[config.mk]
export PLATFORM = sky130hd
export DESIGN_NAME = fetch_unit_flat
export DESIGN_NICKNAME = d
export VERILOG_FILES = /design/src/rtl/fetch_unit_pkg.sv /design/src/rtl/fetch_unit_if.sv /design/src/rtl/fetch_unit_buffer.sv /design/src/rtl/fetch_unit.sv /design/src/flat_wrapper.sv
export SDC_FILE = /design/constraint.sdc
export NUM_CORES = 1
export LEC_CHECK = 0
export CORE_UTILIZATION = 47
export DETAILED_ROUTE_END_ITERATION = 12
export HOLD_SLACK_MARGIN = 0.15
export PLACE_DENSITY = 0.76
export SYNTH_ARGS = -nofsm -noshare
export SYNTH_HDL_FRONTEND = slang
export SYNTH_SLANG_ARGS = --single-unit
[constraint.sdc]
create_clock -name clk -period 4.1 [get_ports clk]
set_clock_uncertainty 0.2 [all_clocks]
set_input_delay 0.82 -clock clk [delete_from_list [all_inputs] [get_ports clk]]
set_output_delay 0.82 -clock clk [all_outputs]
set_load 0.01 [all_outputs]
[src/rtl/fetch_unit_pkg.sv]
// rtl/fetch_unit_pkg.sv - shared constants, entry type and helpers for the fetch stage
package fetch_unit_pkg;

    localparam logic [31:0] FETCH_RESET_VECTOR = 32'h0000_0000;
    localparam int          INSTR_BYTES        = 4;
    localparam int          FETCH_BUFFER_DEPTH = 2;

    // One buffered fetch response: the address it was read from and the word.
    typedef struct packed {
        logic [31:0] pc;
        logic [31:0] instr;
    } fetch_entry_t;

    // Redirect targets are forced onto a word boundary.
    function automatic logic [31:0] align_word(input logic [31:0] addr);
        return {addr[31:2], 2'b00};
    endfunction

endpackage

[src/rtl/fetch_unit_if.sv]
// rtl/fetch_unit_if.sv - instruction memory read port between fetch and memory
// master: fetch side (drives address/request, receives ready/data/data_valid)
// slave:  memory side
interface fetch_unit_if;
    logic [31:0] fetch_address;
    logic        fetch_request;
    logic        fetch_ready;
    logic [31:0] fetch_data;
    logic        fetch_data_valid;

    modport master (
        output fetch_address,
        output fetch_request,
        input  fetch_ready,
        input  fetch_data,
        input  fetch_data_valid
    );

    modport slave (
        input  fetch_address,
        input  fetch_request,
        output fetch_ready,
        output fetch_data,
        output fetch_data_valid
    );
endinterface

[src/rtl/fetch_unit_buffer.sv]
// rtl/fetch_unit_buffer.sv - synchronous FIFO of {pc, instr} fetch responses
// Ports: clk, reset_n (async active-low), push/push_data, pop/head,
//        flush (empties the FIFO, wins over a same-cycle push), full, empty, count.
module fetch_buffer
    import fetch_unit_pkg::*;
#(
    parameter int DEPTH = FETCH_BUFFER_DEPTH
) (
    input  logic                       clk,
    input  logic                       reset_n,
    input  logic                       push,
    input  fetch_entry_t               push_data,
    input  logic                       pop,
    input  logic                       flush,
    output fetch_entry_t               head,
    output logic                       full,
    output logic                       empty,
    output logic [$clog2(DEPTH):0]     count
);
    localparam int AW = $clog2(DEPTH);
    localparam int CW = AW + 1;

    fetch_entry_t   mem [DEPTH];
    logic [AW-1:0]  wr_ptr;
    logic [AW-1:0]  rd_ptr;
    logic           pop_ok;
    logic           push_ok;

    assign empty   = (count == '0);
    assign full    = (count == CW'(DEPTH));
    assign head    = mem[rd_ptr];
    assign pop_ok  = pop & ~empty;
    // A push into a full FIFO is only legal when the head leaves in the same cycle.
    assign push_ok = push & (~full | pop_ok);

    always_ff @(posedge clk or negedge reset_n) begin
        if (!reset_n) begin
            wr_ptr <= '0;
            rd_ptr <= '0;
            count  <= '0;
        end else if (flush) begin
            wr_ptr <= '0;
            rd_ptr <= '0;
            count  <= '0;
        end else begin
            if (push_ok) wr_ptr <= wr_ptr + AW'(1);
            if (pop_ok)  rd_ptr <= rd_ptr + AW'(1);
            count <= count + CW'(push_ok) - CW'(pop_ok);
        end
    end

    always_ff @(posedge clk) begin
        if (push_ok && !flush) mem[wr_ptr] <= push_data;
    end
endmodule

[src/rtl/fetch_unit.sv]
// rtl/fetch_unit.sv - instruction fetch stage feeding decode
// Ports: clk, reset_n (async active-low); fetch_bus (memory read port, master);
//        stall (hold outputs), branch_taken/branch_address, trap/trap_address
//        (redirects, trap has priority); pc_out, next_pc_out, instruction_out,
//        valid_out (registered decode-facing outputs).
module fetch_unit
    import fetch_unit_pkg::*;
#(
    parameter logic [31:0] RESET_VECTOR = FETCH_RESET_VECTOR,
    parameter int          BUFFER_DEPTH = FETCH_BUFFER_DEPTH
) (
    input  logic         clk,
    input  logic         reset_n,
    fetch_unit_if.master fetch_bus,
    input  logic         stall,
    input  logic         branch_taken,
    input  logic [31:0]  branch_address,
    input  logic         trap,
    input  logic [31:0]  trap_address,
    output logic [31:0]  pc_out,
    output logic [31:0]  next_pc_out,
    output logic [31:0]  instruction_out,
    output logic         valid_out
);
    localparam int CW = $clog2(BUFFER_DEPTH) + 1;

    logic [31:0]  pc;
    logic [31:0]  inflight_pc;
    logic         outstanding;
    logic         discard;

    logic         redirect;
    logic [31:0]  redirect_target;
    logic         load;
    logic         response;
    logic         buf_push;
    logic         buf_pop;
    logic         buf_full;
    logic         buf_empty;
    logic [CW-1:0] buf_count;
    logic         buf_room;
    logic         accept;
    fetch_entry_t buf_head;

    assign redirect        = trap | branch_taken;
    assign redirect_target = align_word(trap ? trap_address : branch_address);
    assign load            = ~redirect & (~stall | ~valid_out);
    assign response        = outstanding & fetch_bus.fetch_data_valid;
    assign buf_push        = response & ~discard & ~redirect;
    assign buf_pop         = load & ~buf_empty;

    // A new request may only issue if its response is guaranteed a slot once
    // this edge's push/pop have settled. Crediting the same-cycle pop is what
    // lets a two-entry buffer sustain one instruction per cycle.
    always_comb begin
        buf_room = 1'b0;
        if (buf_full)
            buf_room = buf_pop & ~buf_push;
        else
            buf_room = ~((buf_count == CW'(BUFFER_DEPTH - 1)) & buf_push & ~buf_pop);
    end

    assign fetch_bus.fetch_request = reset_n & ~redirect
                                   & (~outstanding | fetch_bus.fetch_data_valid)
                                   & buf_room;
    assign fetch_bus.fetch_address = pc;
    assign accept = fetch_bus.fetch_request & fetch_bus.fetch_ready;

    fetch_buffer #(.DEPTH(BUFFER_DEPTH)) u_buffer (
        .clk       (clk),
        .reset_n   (reset_n),
        .push      (buf_push),
        .push_data ('{pc: inflight_pc, instr: fetch_bus.fetch_data}),
        .pop       (buf_pop),
        .flush     (redirect),
        .head      (buf_head),
        .full      (buf_full),
        .empty     (buf_empty),
        .count     (buf_count)
    );

    always_ff @(posedge clk or negedge reset_n) begin
        if (!reset_n) begin
            pc              <= RESET_VECTOR;
            inflight_pc     <= '0;
            outstanding     <= 1'b0;
            discard         <= 1'b0;
            pc_out          <= '0;
            next_pc_out     <= '0;
            instruction_out <= '0;
            valid_out       <= 1'b0;
        end else begin
            if (redirect) begin
                pc <= redirect_target;
            end else if (accept) begin
                pc          <= pc + 32'(INSTR_BYTES);
                inflight_pc <= pc;
            end

            if (accept)        outstanding <= 1'b1;
            else if (response) outstanding <= 1'b0;

            // A redirect with a read still in flight must swallow its response.
            if (response)                     discard <= 1'b0;
            else if (redirect && outstanding) discard <= 1'b1;

            if (redirect) begin
                valid_out <= 1'b0;
            end else if (load) begin
                if (!buf_empty) begin
                    pc_out          <= buf_head.pc;
                    next_pc_out     <= buf_head.pc + 32'(INSTR_BYTES);
                    instruction_out <= buf_head.instr;
                    valid_out       <= 1'b1;
                end else begin
                    valid_out <= 1'b0;
                end
            end
        end
    end
endmodule

[src/flat_wrapper.sv]
// flat-port wrapper written by rule: the top's interface ports become plain ports
module fetch_unit_flat import fetch_unit_pkg::*;
#(
    parameter logic [31:0] RESET_VECTOR = FETCH_RESET_VECTOR,
    parameter int          BUFFER_DEPTH = FETCH_BUFFER_DEPTH
)
  (clk, reset_n, stall, branch_taken, branch_address, trap, trap_address, pc_out, next_pc_out, instruction_out, valid_out, fetch_bus_fetch_address, fetch_bus_fetch_request, fetch_bus_fetch_ready, fetch_bus_fetch_data, fetch_bus_fetch_data_valid);
  fetch_unit_if fetch_bus_i ();
  input  logic clk;
  input  logic reset_n;
  input  logic stall;
  input  logic branch_taken;
  input  logic [31:0] branch_address;
  input  logic trap;
  input  logic [31:0] trap_address;
  output logic [31:0] pc_out;
  output logic [31:0] next_pc_out;
  output logic [31:0] instruction_out;
  output logic valid_out;
  output wire logic [$bits(fetch_bus_i.fetch_address)-1:0] fetch_bus_fetch_address;
  output wire logic [$bits(fetch_bus_i.fetch_request)-1:0] fetch_bus_fetch_request;
  input wire logic [$bits(fetch_bus_i.fetch_ready)-1:0] fetch_bus_fetch_ready;
  input wire logic [$bits(fetch_bus_i.fetch_data)-1:0] fetch_bus_fetch_data;
  input wire logic [$bits(fetch_bus_i.fetch_data_valid)-1:0] fetch_bus_fetch_data_valid;
  assign fetch_bus_fetch_address = fetch_bus_i.fetch_address;
  assign fetch_bus_fetch_request = fetch_bus_i.fetch_request;
  assign fetch_bus_i.fetch_ready = fetch_bus_fetch_ready;
  assign fetch_bus_i.fetch_data = fetch_bus_fetch_data;
  assign fetch_bus_i.fetch_data_valid = fetch_bus_fetch_data_valid;
  fetch_unit #(.RESET_VECTOR(RESET_VECTOR), .BUFFER_DEPTH(BUFFER_DEPTH)) u_core (.clk(clk), .reset_n(reset_n), .fetch_bus(fetch_bus_i), .stall(stall), .branch_taken(branch_taken), .branch_address(branch_address), .trap(trap), .trap_address(trap_address), .pc_out(pc_out), .next_pc_out(next_pc_out), .instruction_out(instruction_out), .valid_out(valid_out));
endmodule
Word-level counts from Yosys, hierarchy flattened:

Memory sizes are Yosys's and may differ from the RTL's.
Index checks and enable logic that the tools add are counted.

* register bits after elaboration: 167
* bits in latches: 0
* memory bits (writable): 128
* ROM bits: 0
* output and inout port bits: 130
* word-level logic and storage cells: 78
* memories kept: 1

Memory list
* u_core.u_buffer.mem: words 2, bits a word 64, read ports 1, clocked after memory_dff 0, wr ports 1, RTL line fetch_unit_buffer.sv:23 `fetch_entry_t mem [DEPTH];`

* add/subtract/negate cells: 6
* $mul: 0
* div/mod/pow operators: 0
* order comparisons: 0
* equality and inequality tests: 2
* shifts and indexed selects: 0
* muxes and demuxes: 18
* bitwise logic cells: 28
* reductions and logical operators: 12

Operator list (number)
* two-way mux 32 bit: 3
* adder 32 x 3 -> 32 bit, second input constant: 2
* AND 1 bit: 14
* two-way mux 1 bit: 14
* nonzero test 2 bit: 6
* NOT 1 bit: 10
* OR 1 bit: 4
* AND reduction 3 bit: 1
* adder 1 bit, second input constant: 2
* adder 2 x 1 -> 2 bit: 1
* equality test 2 x 1 -> 1 bit, second input constant: 1
* equality test 2 bit, second input constant: 1
* logical AND 1 bit: 2
* zero test 2 bit: 1
* two-way mux 2 bit: 1
* AND reduction 2 bit: 1
* subtractor 2 x 1 -> 2 bit: 1
* zero test 1 bit: 1

Longest topological paths before layout:

Gate-level depths: netlist of the first run.

* depth after elaboration: 12
* depth in mapped cells: 12
* mapped depth without buffers: 8

Hierarchy:

Synthesis of the first run repeated with hierarchy kept, for this count alone.

* cell total of the unflattened synthesis: 1093
* area, all modules: 12435.7 um^2

By module, submodules not included
* fetch_unit: times used 1, cells each 865, area each 7533.5 um^2, sequential area each 3928.8 um^2
* fetch_buffer: times used 1, cells each 228, area each 4902.2 um^2, sequential area each 3943.8 um^2

Least setup slack after synthesis of the first run:

No wires, ideal clock.

* path kind: input to register
* start: input port trap
* end: memory u_core.u_buffer.mem[0][0] in the netlist's numbering, enable pin
* data arrival time: 4.184 ns
* required time: 3.418 ns
* path slack: -0.767 ns
* cell stages on the path: 6
* buffers on the path: 2
* cells stage by stage: buf_2 > or2_1 > buf_6 > nor2_1 > o21ai_0 > nor2_1

* longest elaborated chain between the ends: 10
* elaborated cells between the ends (all ways): 12

Ends and longest elaborated chain
* start, declared: RTL line flat_wrapper.sv:14 `input logic trap;`
* OR 1 bit (*): RTL line fetch_unit.sv:45 `assign redirect = trap | branch_taken;`
* NOT 1 bit (no line)
* AND 1 bit: RTL line fetch_unit.sv:47 `assign load = ~redirect & (~stall | ~valid_out);`
* AND 1 bit: RTL line fetch_unit.sv:50 `assign buf_pop = load & ~buf_empty;`
* AND 1 bit: RTL line fetch_unit_buffer.sv:32 `assign pop_ok = pop & ~empty;`
* OR 1 bit: RTL line fetch_unit_buffer.sv:34 `assign push_ok = push & (~full | pop_ok);`
* AND 1 bit: RTL line fetch_unit_buffer.sv:34
* logical AND 1 bit (*): RTL line fetch_unit_buffer.sv:53 `if (push_ok && !flush) mem[wr_ptr] <= push_data;`
* two-way mux 1 bit (*): RTL line fetch_unit_buffer.sv:53
* two-way mux 1 bit (not written as such) (*): RTL line fetch_unit_buffer.sv:53
* end, declared: RTL line fetch_unit_buffer.sv:23

Mark *: on every way between the ends. The rest lies on a longest branch, timed or not.

Final worst setup path of the first run:

* start: input port reset_n
* end: output port fetch_bus_fetch_request

* longest elaborated chain between the ends: 3

Ends and longest elaborated chain
* start, declared: RTL line flat_wrapper.sv:10 `input logic reset_n;`
* AND 1 bit: RTL line fetch_unit.sv:63 `assign fetch_bus.fetch_request = reset_n & ~redirect`
* AND 1 bit: RTL line fetch_unit.sv:64 `& (~outstanding | fetch_bus.fetch_data_valid)`
* AND 1 bit: RTL line fetch_unit.sv:65 `& buf_room;`
* end, declared: RTL line flat_wrapper.sv:21 `output wire logic [$bits(fetch_bus_i.fetch_request)-1:0] fetch_bus_fetch_request;`

Every way passes these cells.

==> insert_results.sql, run 1 <==
INSERT INTO impl_metrics (metric_group, metric, value, unit) VALUES
('run_status', 'status', 'finished, violations left', ''),
('run_status', 'violations', 'DRC', ''),
('placement', 'pre_cts_ws', '549', 'ps'),
('worst_hold_path', 'hold_path_class', 'reg -> reg', ''),
('timing', 'rsz0062_at_grt', 'no', ''),
('timing', 'final.setup.worst_slack', '514', 'ps'),
('timing', 'worst_margin_pin_slew', '954', 'ps'),
('die', 'io_pins', '233', ''),
('power_and_ir_drop', 'power.ir.vdd_worst', '0.420', 'mV'),
('timing', 'layout_worst_path_cycle_share', '0.875', ''),
('route', 'wirelength', '28200', 'um'),
('logic_synthesis', 'area_fraction_of_the_dominant_cell_type_after_synthesis', '0.321', ''),
('route', 'drt_drc_violations_left', '2', ''),
('clock_network', 'clock-sinks', '283', ''),
('logic_synthesis', 'netlist_top_cells_area', 'sky130_fd_sc_hd__dfrtp_1 (32%), sky130_fd_sc_hd__edfxtp_1 (30%), sky130_fd_sc_hd__nand2_1 (6.8%)', ''),
('critical_path', 'critical_path_arrival', '2570', 'ps'),
('final_layout', 'final_design_area_no_fill', '0.0160', 'mm2'),
('clock_network', 'clk_root_buffer_cell', 'sky130_fd_sc_hd__clkbuf_16', ''),
('route', 'route.detailed.vias_per_inst', '5.51', ''),
('logic_synthesis', 'synth_sequential_area_ratio', '0.622', ''),
('timing', 'final_hold_vios', '0', ''),
('clock_network', 'cts.path.max_buffers', '3', ''),
('die', 'fp.dieArea', '0.0270', 'mm2'),
('placement', 'place_inst', '1584', ''),
('final_layout', 'final_core_util', '0.616', ''),
('placement', 'place.gp.congestion', '0.917', ''),
('clock_network', 'post_cts_setup_buffers', '0', ''),
('final_layout', 'ant_cells', '0', ''),
('critical_path', 'timing.critical_path.buf_inv', '3', ''),
('logic_synthesis', 'mappedNetlistArea', '0.0124', 'mm2'),
('critical_path', 'critPathMaxStageDelay', '590', 'ps'),
('critical_path', 'critical_path.reg2reg.endpoint', 'u_core.next_pc_out[31]$_DFFE_PN0P_', ''),
('placement', 'place_hpwl', '19500', 'um'),
('critical_path', 'setup.worst_path.end_class', 'output pin', ''),
('final_layout', 'post_route_cells_drive_above_1_share', '0.0729', ''),
('logic_synthesis', 'synth-warning-count', '0', ''),
('global_route', 'grt_first_pass_wirelength', '45200', 'um'),
('critical_path', 'ff2ff_path_depth', '6', ''),
('timing', 'setup_viol_count_final', '0', ''),
('critical_path', 'crit_family', 'buffers and inverters', ''),
('power_and_ir_drop', 'power_density', '413', 'mW/mm2'),
('logic_synthesis', 'yosysMostFrequentCell', 'sky130_fd_sc_hd__nand2_1', ''),
('critical_path', 'cp-startpoint', 'reset_n', ''),
('timing', 'worst_slew_margin_rel', '0.364', ''),
('logic_synthesis', 'syn-instance-count', '1069', ''),
('timing', 'post-route-min-period', '3590', 'ps'),
('route', 'dr.pass1.iters', '12', ''),
('global_route', 'vias_in_the_first_global_route', '8824', ''),
('placement', 'detailed_place.area', '0.0149', 'mm2'),
('final_layout', 'finish.net_count', '1387', ''),
('critical_path', 'reg2reg_from', 'u_core.u_buffer.rd_ptr$_DFFE_PN0P_', ''),
('logic_synthesis', 'yosys-top-cells-count', 'sky130_fd_sc_hd__nand2_1 (224), sky130_fd_sc_hd__dfrtp_1 (159), sky130_fd_sc_hd__edfxtp_1 (124)', ''),
('critical_path', 'criticalPathCategory', 'in -> out', ''),
('critical_path', 'critical_path_cell_count', '5', ''),
('critical_path', 'reg2reg_setup_slack', '910', 'ps'),
('worst_hold_path', 'holdCritStartpoint', 'u_core.inflight_pc[24]$_DFFE_PN0P_', ''),
('final_layout', 'flow.area_growth_from_synthesis', '28.9', '%'),
('placement', 'buffer_ports.inserted', '222', ''),
('logic_synthesis', 'postSynth.asyncResetShare', '0.562', ''),
('logic_synthesis', 'synth_ff_type', 'sky130_fd_sc_hd__dfrtp_1', ''),
('timing', 'setup_total_negative_slack', '0', 'ps'),
('logic_synthesis', 'syn_area_per_cell', '11.6', 'um2'),
('critical_path', 'cp.required', '3080', 'ps'),
('die', 'placeableCoreArea', '0.0259', 'mm2'),
('global_route', 'initial_antenna_violation_count', '0', ''),
('global_route', 'grt_max_degree', '77', ''),
('logic_synthesis', 'synth-edff-count', '124', ''),
('run', 'drv.max_cap_violation_count', '0', ''),
('timing', 'finalMaxSlewViolations', '0', ''),
('route', 'detail-route-antenna-nets', '0', ''),
('die', 'die_height', '164', 'um');
==> layout make-up <==
cell class	count	area [um2]	share of cell area
timing repair buffer	245	2430	0.152
inverter	7	26.3	0.00165
multi-input combinational	715	4350	0.273
clock inverter	15	196	0.0123
tap	335	419	0.0263
clock buffer	39	823	0.0516
sequential	283	7710	0.483
==> routing by layer <==
metal  vias to the layer above  wire, um  GRT usage  share of wire
met2                       340     12700      0.337           0.45
li1                       4341         -          -              -
met4                         0       708     0.0636          0.025
met5                         -         0          0              0
met3                        49      2270     0.0379          0.080
met1                      4296     12600      0.296           0.45
==> worst max path at each step <==
stage                                                      to  slack, ps
5_1_grt                               fetch_bus_fetch_request        390
3_3_place_gp                          fetch_bus_fetch_request        540
6_report                              fetch_bus_fetch_request        510
2_1_floorplan             u_core.u_buffer.mem[0][0]$_DFFE_PP_       -770
3_5_place_dp   u_core.fetch_bus.fetch_address[18]$_DFFE_PN0P_        550
4_1_cts                               fetch_bus_fetch_request        500
==> registers in the layout, summed over array words and instances, names as in the netlist, 2 cells and up <==
| signal | count |
|---|---|
| u_core.pc_out | 30 |
| u_core.next_pc_out | 30 |
| u_core.fetch_bus.fetch_address | 30 |
| u_core.u_buffer.mem | 124 |
| u_core.u_buffer.count | 2 |
| u_core.instruction_out | 32 |
| u_core.inflight_pc | 30 |
==> cells by family (layout without fill, tap and decap cells) <==
group / Yosys count / after routing / synth area share
AND/OR/NAND/NOR: 394 / 394 / 0.153
buffers and inverters: 76 / 306 / 0.0301
AO/OA/AOI/OAI: 216 / 216 / 0.115
XOR/XNOR: 26 / 26 / 0.0184
other: 1 / 6 / 0.000303
multiplexers: 70 / 70 / 0.0574
adder cells (fa/ha/maj): 3 / 3 / 0.00303
flip-flops: 283 / 283 / 0.622
==> worst register-to-register path, cell delays in order, from the launching register on <==
cell                       delay, ps
sky130_fd_sc_hd__dfrtp_4         860
sky130_fd_sc_hd__buf_4           550
sky130_fd_sc_hd__nand4_1         190
sky130_fd_sc_hd__a222oi_1        510
sky130_fd_sc_hd__nand4_1         240
sky130_fd_sc_hd__o31a_1          340
sky130_fd_sc_hd__o31ai_1         230
==> layout by cell type, fill, tap and decap left out, drive strengths merged, types with 20 or more instances in the layout <==
cell type / instances
mux2i: 62
clkbuf: 39
clkdlybuf4s50: 220
nor2b: 21
a211oi: 21
nand2: 224
dfrtp: 159
edfxtp: 124
o31ai: 22
nor2: 20
nand3: 30
o21ai: 81
nand4: 25
xnor2: 21
buf: 24
==> through the flow <==
step	hold slack, ps	total power, W
2_1_floorplan	242	0.00352
3_3_place_gp	256	0.00386
3_5_place_dp	266	0.00389
4_1_cts	279	0.00665
5_1_grt	288	0.00684
6_report	268	0.00658
==> repair_timing <==
action,CTS,global route
gates resized for setup,0,0
hold buffers,1,0
hold endpoints to repair,14,0
==> power by group <==
group,switching (W),leakage (nW),internal [W]
combinational,0.000257,2.31,0.000296
sequential,0.000143,3.23,0.00313
clock,0.00108,0.505,0.00167
total,0.00148,6.04,0.00510
No activity file was read; power rests on OpenSTA's default activity.
==> run 2, diff against run 1 <==
SKIP_CTS_REPAIR_TIMING = 1   (was not set)
==> results of run 2 <==
The final DEF is identical to that of run 1; final timing and power are the same.
Main changes from that run: via count of the first global-routing pass 8824 -> 8817; met2 usage 0.337 -> 0.336
==> run 3, diff against run 2 <==
SLEW_MARGIN = 10   (was not set)
==> results of run 3 <==
The final DEF is identical to that of run 1; final timing and power are the same.
Main changes from that run: via count of the first global-routing pass 8824 -> 8817; met2 usage 0.337 -> 0.336
